### config.mk
export PLATFORM = sky130hd
export DESIGN_NAME = spi_master_flat
export DESIGN_NICKNAME = d
export VERILOG_FILES = /design/src/rtl/spi_master_if.sv /design/src/rtl/spi_master.sv /design/src/flat_wrapper.sv
export SDC_FILE = /design/constraint.sdc
export NUM_CORES = 1
export LEC_CHECK = 0
export CORE_ASPECT_RATIO = 0.9
export CORE_MARGIN = 2
export CORE_UTILIZATION = 50
export CTS_CLUSTER_DIAMETER = 60
export CTS_CLUSTER_SIZE = 12
export DETAILED_ROUTE_END_ITERATION = 10
export GPL_ROUTABILITY_DRIVEN = 0
export PLACE_DENSITY = 0.82
export SYNTH_ARGS = -nofsm -noshare
export SYNTH_HDL_FRONTEND = slang
export SYNTH_SLANG_ARGS = --single-unit
### constraint.sdc
create_clock -name clk -period 2.8 [get_ports clk]
set_input_delay 0.84 -clock clk [delete_from_list [all_inputs] [get_ports clk]]
set_output_delay 0.84 -clock clk [all_outputs]
set_load 0.03 [all_outputs]
### src/rtl/spi_master_if.sv
// Bus bundle for the mode-0 SPI master: controller handshake plus the SPI pins.
// The master modport is the spi_master side; the slave modport is the controller/bus side.
interface spi_master_if;
  logic       start;
  logic [7:0] tx_data;
  logic [7:0] rx_data;
  logic       busy;
  logic       done;
  logic       SCLK;
  logic       CS;
  logic       MOSI;
  logic       MISO;

  modport master (
    input  start, tx_data, MISO,
    output rx_data, busy, done, SCLK, CS, MOSI
  );

  modport slave (
    output start, tx_data, MISO,
    input  rx_data, busy, done, SCLK, CS, MOSI
  );
endinterface

### src/rtl/spi_master.sv
// Mode-0 (CPOL=0, CPHA=0) 8-bit MSB-first SPI master with start/done handshake.
// Optional back-to-back bytes without releasing CS: define SPI_MASTER_BURST_EN.
//
// state    | meaning
// ---------+-----------------------------------------------------------
// ST_IDLE  | CS high, SCLK low, waiting for start
// ST_SETUP | CS low, first MOSI bit presented, one half-period before SCLK rises
// ST_RUN   | 16 SCLK half-periods; sample MISO on rises, shift MOSI on falls
// ST_HOLD  | one half-period with SCLK low after the last fall, then done
module spi_master #(
  parameter int CLK_DIV = 4,
  parameter int DATA_W  = 8
) (
  input  logic         clk,
  input  logic         rst_n,
  spi_master_if.master bus
);

  localparam int                DIV_W     = $clog2(CLK_DIV);
  localparam logic [DIV_W-1:0]  DIV_LAST  = DIV_W'(CLK_DIV - 1);
  localparam int                HALF_W    = $clog2(2 * DATA_W);
  localparam logic [HALF_W-1:0] HALF_LAST = HALF_W'(2 * DATA_W - 1);

  localparam logic [1:0] ST_IDLE  = 2'd0;
  localparam logic [1:0] ST_SETUP = 2'd1;
  localparam logic [1:0] ST_RUN   = 2'd2;
  localparam logic [1:0] ST_HOLD  = 2'd3;

  logic [1:0]        state;
  logic [DIV_W-1:0]  div_cnt;
  logic [HALF_W-1:0] half_cnt;
  logic [DATA_W-1:0] tx_sr;
  logic [DATA_W-1:0] rx_sr;
  logic [DATA_W-1:0] rx_q;
  logic              sclk_q;
  logic              cs_q;
  logic              mosi_q;
  logic              busy_q;
  logic              done_q;
  logic              tick;
  logic              burst_go;

  assign tick = (div_cnt == DIV_LAST);

`ifdef SPI_MASTER_BURST_EN
  assign burst_go = bus.start;
`else
  assign burst_go = 1'b0;
`endif

  always_ff @(posedge clk or negedge rst_n) begin
    if (!rst_n) begin
      state    <= ST_IDLE;
      div_cnt  <= '0;
      half_cnt <= '0;
      tx_sr    <= '0;
      rx_sr    <= '0;
      rx_q     <= '0;
      sclk_q   <= 1'b0;
      cs_q     <= 1'b1;
      mosi_q   <= 1'b0;
      busy_q   <= 1'b0;
      done_q   <= 1'b0;
    end else begin
      done_q <= 1'b0;
      // Divider free-runs while busy and wraps to 0 on every half-period tick,
      // so it is already 0 whenever the FSM returns to IDLE or re-enters SETUP.
      if (state != ST_IDLE) begin
        div_cnt <= tick ? '0 : div_cnt + 1'b1;
      end

      case (state)
        ST_IDLE: begin
          if (bus.start) begin
            tx_sr    <= bus.tx_data;
            mosi_q   <= bus.tx_data[DATA_W-1];
            cs_q     <= 1'b0;
            busy_q   <= 1'b1;
            div_cnt  <= '0;
            half_cnt <= '0;
            state    <= ST_SETUP;
          end
        end

        ST_SETUP: begin
          if (tick) begin
            sclk_q   <= 1'b1;
            rx_sr    <= {rx_sr[DATA_W-2:0], bus.MISO};
            half_cnt <= HALF_W'(1);
            state    <= ST_RUN;
          end
        end

        ST_RUN: begin
          if (tick) begin
            half_cnt <= half_cnt + 1'b1;
            if (half_cnt[0]) begin
              sclk_q <= 1'b0;
              if (half_cnt == HALF_LAST) begin
                mosi_q <= 1'b0;
                state  <= ST_HOLD;
              end else begin
                tx_sr  <= {tx_sr[DATA_W-2:0], 1'b0};
                mosi_q <= tx_sr[DATA_W-2];
              end
            end else begin
              sclk_q <= 1'b1;
              rx_sr  <= {rx_sr[DATA_W-2:0], bus.MISO};
            end
          end
        end

        ST_HOLD: begin
          if (tick) begin
            done_q <= 1'b1;
            rx_q   <= rx_sr;
            if (burst_go) begin
              tx_sr    <= bus.tx_data;
              mosi_q   <= bus.tx_data[DATA_W-1];
              half_cnt <= '0;
              state    <= ST_SETUP;
            end else begin
              cs_q   <= 1'b1;
              busy_q <= 1'b0;
              state  <= ST_IDLE;
            end
          end
        end

        default: state <= ST_IDLE;
      endcase
    end
  end

  assign bus.SCLK    = sclk_q;
  assign bus.CS      = cs_q;
  assign bus.MOSI    = mosi_q;
  assign bus.busy    = busy_q;
  assign bus.done    = done_q;
  assign bus.rx_data = rx_q;

endmodule

### src/flat_wrapper.sv
// flat-port wrapper written by rule: the top's interface ports become plain ports
module spi_master_flat 
#(
  parameter int CLK_DIV = 4,
  parameter int DATA_W  = 8
)
  (clk, rst_n, bus_start, bus_tx_data, bus_MISO, bus_rx_data, bus_busy, bus_done, bus_SCLK, bus_CS, bus_MOSI);
  spi_master_if bus_i ();
  input  logic clk;
  input  logic rst_n;
  input wire logic [$bits(bus_i.start)-1:0] bus_start;
  input wire logic [$bits(bus_i.tx_data)-1:0] bus_tx_data;
  input wire logic [$bits(bus_i.MISO)-1:0] bus_MISO;
  output wire logic [$bits(bus_i.rx_data)-1:0] bus_rx_data;
  output wire logic [$bits(bus_i.busy)-1:0] bus_busy;
  output wire logic [$bits(bus_i.done)-1:0] bus_done;
  output wire logic [$bits(bus_i.SCLK)-1:0] bus_SCLK;
  output wire logic [$bits(bus_i.CS)-1:0] bus_CS;
  output wire logic [$bits(bus_i.MOSI)-1:0] bus_MOSI;
  assign bus_i.start = bus_start;
  assign bus_i.tx_data = bus_tx_data;
  assign bus_i.MISO = bus_MISO;
  assign bus_rx_data = bus_i.rx_data;
  assign bus_busy = bus_i.busy;
  assign bus_done = bus_i.done;
  assign bus_SCLK = bus_i.SCLK;
  assign bus_CS = bus_i.CS;
  assign bus_MOSI = bus_i.MOSI;
  spi_master #(.CLK_DIV(CLK_DIV), .DATA_W(DATA_W)) u_core (.clk(clk), .rst_n(rst_n), .bus(bus_i));
endmodule
==> results.yml <==
sta:
  report.final.slew_viol_count: 0
  tns_ps: 0
  setup_viol: 0
  final-hold-violation-count: 0
  hold_slack_ps: 488
  worstMarginPinSlew_ps: 517
  max_slew_margin_pct: 65.3
  finalCritPeriodShare_pct: 83.6
  skew_ps: 3.41
  max_freq_mhz: 427
  period_needed_ps: 2340
  rsz0062_at_grt: "no"
setup_path:
  r2r_start: "u_core.state[0]"
  critPathMaxStageDelay_ps: 670
  crit_slowest_cell: "clkdlybuf4s50_1"
  path_buf_inv: 1
  r2r-end: "u_core.rx_sr[3]"
  crit_required_ps: 1960
  endpoint_kind: "output pin"
  crit_arrival_ps: 1500
  path_cells: "clkdlybuf4s50_1"
  cp_max_fo: 3
  r2r_slack_ps: 700
  crit_family: "buffers and inverters"
  startpoint_type: "flop"
  reg2reg_depth: 6
  critPathKind: "flop to output pin"
clock_tree:
  ctsResizeCount: 0
  cts_buffers: 5
  postCtsHoldBufs: 0
  post_cts_buffers: 0
  cts.sinks: 36
  h-tree-depth: 2
  clock-root-buffer: "clkbuf_8"
  path_clk_slew_ps: 80
  insertion_delay_ps: 290
  cts_tree: "built"
  cts_buffer_depth: 2
floorplan:
  rows: 20
  die_area_sq_um: 3890
  chipHeight_um: 59.3
  fp.dieW_um: 65.5
  ios: 25
  initial_utilization_pct: 51.1
  core-area_sq_um: 3330
route:
  ant_nets: 0
  postRouteWirelength_um: 2980
  wl_per_cell_um: 14.1
  drt_iter0_drc: 60
  route.detailed.drc: 0
  via_count: 1088
  vias_per_cell: 5.16
  dr.pass1.iters: 4
logic_synthesis:
  syn_nets: 157
  synth-async-reset-ratio_pct: 100
  synth.avg_cell_area_sq_um: 12.4
  synthTopCellsByArea: "dfrtp_1 (51%), mux2_2 (20%), ha_1 (5.9%)"
  yosysTopAreaCell: "dfrtp_1"
  synth_top_area_share_pct: 51.5
  synth_flop_cell: "dfrtp_1"
  synthDistinctLibCells: 26
  synth_seq_area_share_pct: 53.0
  synth_edf_count: 0
  synth_area_sq_um: 1700
  ys_ff_latch: 36
  synth.most_common_cell: "dfrtp_1"
  synthCells: 137
  yosysWarningCount: 0
  synth_commonest_cells: "dfrtp_1 (35), mux2_2 (30), nand2_1 (14), ha_1 (8), o21ai_0 (7)"
hold_path:
  worstHoldStart: "u_core.bus.SCLK"
  min_path_cells: 2
  min_path_type: "flop to flop"
  min_to: "u_core.bus.SCLK"
cells_and_area:
  syn2layout_area_growth_pct: 23.2
  drive_gt1_share_pct: 27.5
  fin_nets: 186
  final_cell_area_sq_um: 2100
  antennaDiodeCount: 0
  finalNonFillerCells: 211
power_and_ir_drop:
  ir_worst_vdd_mv: 0.315
  power.density_nw_per_um2: 492
  p_leak_nw: 0.966
  p_total_w: 0.00103
  pwr-share-comb_pct: 3.6
  p_int_w: 0.000816
  power_frac_seq_pct: 51.6
  power_switching_w: 0.000216
  switching_share_pct: 20.9
  clkPwrFrac_pct: 44.8
global_route:
  grt_max_degree: 37
  gr-total-overflow: 0
  grt_usage_pct: 17.8
  grt_pass1_vias: 1059
  grt_pass1_wl_um: 5010
  antenna_found_initial: 0
placed_design:
  placed_area_sq_um: 1980
  portBuffers: 24
  placed_cells: 203
  place_hpwl_um: 2200
status:
  outcome: "finished clean"
job:
  cap_viol_max_count: 0
cells by family after synthesis:
kind of cell / count (synthesis) / synth area share [%]
muxes: 31 / 20.4
DFF: 36 / 53.0
and+or+nand+nor: 37 / 12.1
buffers and inverters: 7 / 2.28
adders and majority gates: 8 / 5.88
AOI/OAI and AO/OA: 18 / 6.25
placed cells by master (no fill, tap or decap), types with 2 or more instances in the layout:
master and n:
dfrtp_1 35, mux2_2 30, clkdlybuf4s50_1 24, nand2_1 14
ha_1 8, o21ai_0 7, nand3_1 5, a21oi_1 5
clkbuf_8 5, inv_1 4, and2b_2 4, nor2_1 4
nor2b_1 3, nand2b_1 3, o31ai_1 2
routing by layer:
layer | GRT usage (%) | routed length, um | vias up
met3 | 6.84 | 132 | 6
met1 | 22.0 | 1340 | 523
met2 | 28.7 | 1460 | 22
met4 | 6.25 | 44 | 0
li1 | - | - | 537
met5 | 0 | 0 | -
area by class of cell:
type	instances	area, sq um
Fill cell	270	1230
Clock inverter	3	46.3
Timing Repair Buffer	25	248
Tap cell	44	55.1
Multi-Input combinational cell	94	761
Sequential cell	36	902
Inverter	4	15.0
Clock buffer	5	68.8
power by group through the flow:
stage               Sequential (W)  Clock, W  Combinational, W
finish                    0.000532  0.000462         0.0000374
global placement          0.000542         0         0.0000365
floorplan                 0.000542         0        0.00000707
global route              0.000533  0.000505         0.0000412
detailed placement        0.000542         0         0.0000382
CTS                       0.000532  0.000472         0.0000385
flip-flops by register name, indices dropped and copies added, names as in the netlist:
register            count
u_core.bus.rx_data      8
u_core.rx_sr            8
u_core.tx_sr            7
u_core.half_cnt         4
u_core.div_cnt          2
u_core.state            2
u_core.bus.CS           1
u_core.bus.MOSI         1
u_core.bus.SCLK         1
u_core.bus.busy         1
u_core.bus.done         1
per-stage QoR:
step	setup slack [ps]	util, %
2_1_floorplan	939	-
3_3_place_gp	306	59.5
3_5_place_dp	258	59.5
4_1_cts	441	63.0
5_1_grt	420	63.0
6_report	459	63.0
worst max-delay path by stage:
| stage | cells after the start | startpoint | end | slack (ps) |
|---|---|---|---|---|
| floorplan | 3 | bus_start | u_core.tx_sr[0] | 940 |
| global placement | 4 | bus_start | u_core.tx_sr[5] | 310 |
| detailed placement | 4 | bus_start | u_core.tx_sr[5] | 260 |
| CTS | 1 | u_core.bus.CS | bus_CS | 440 |
| global route | 1 | u_core.bus.CS | bus_CS | 420 |
| finish | 1 | u_core.bus.CS | bus_CS | 460 |
Note: power is estimated with default switching activity, not from simulation.
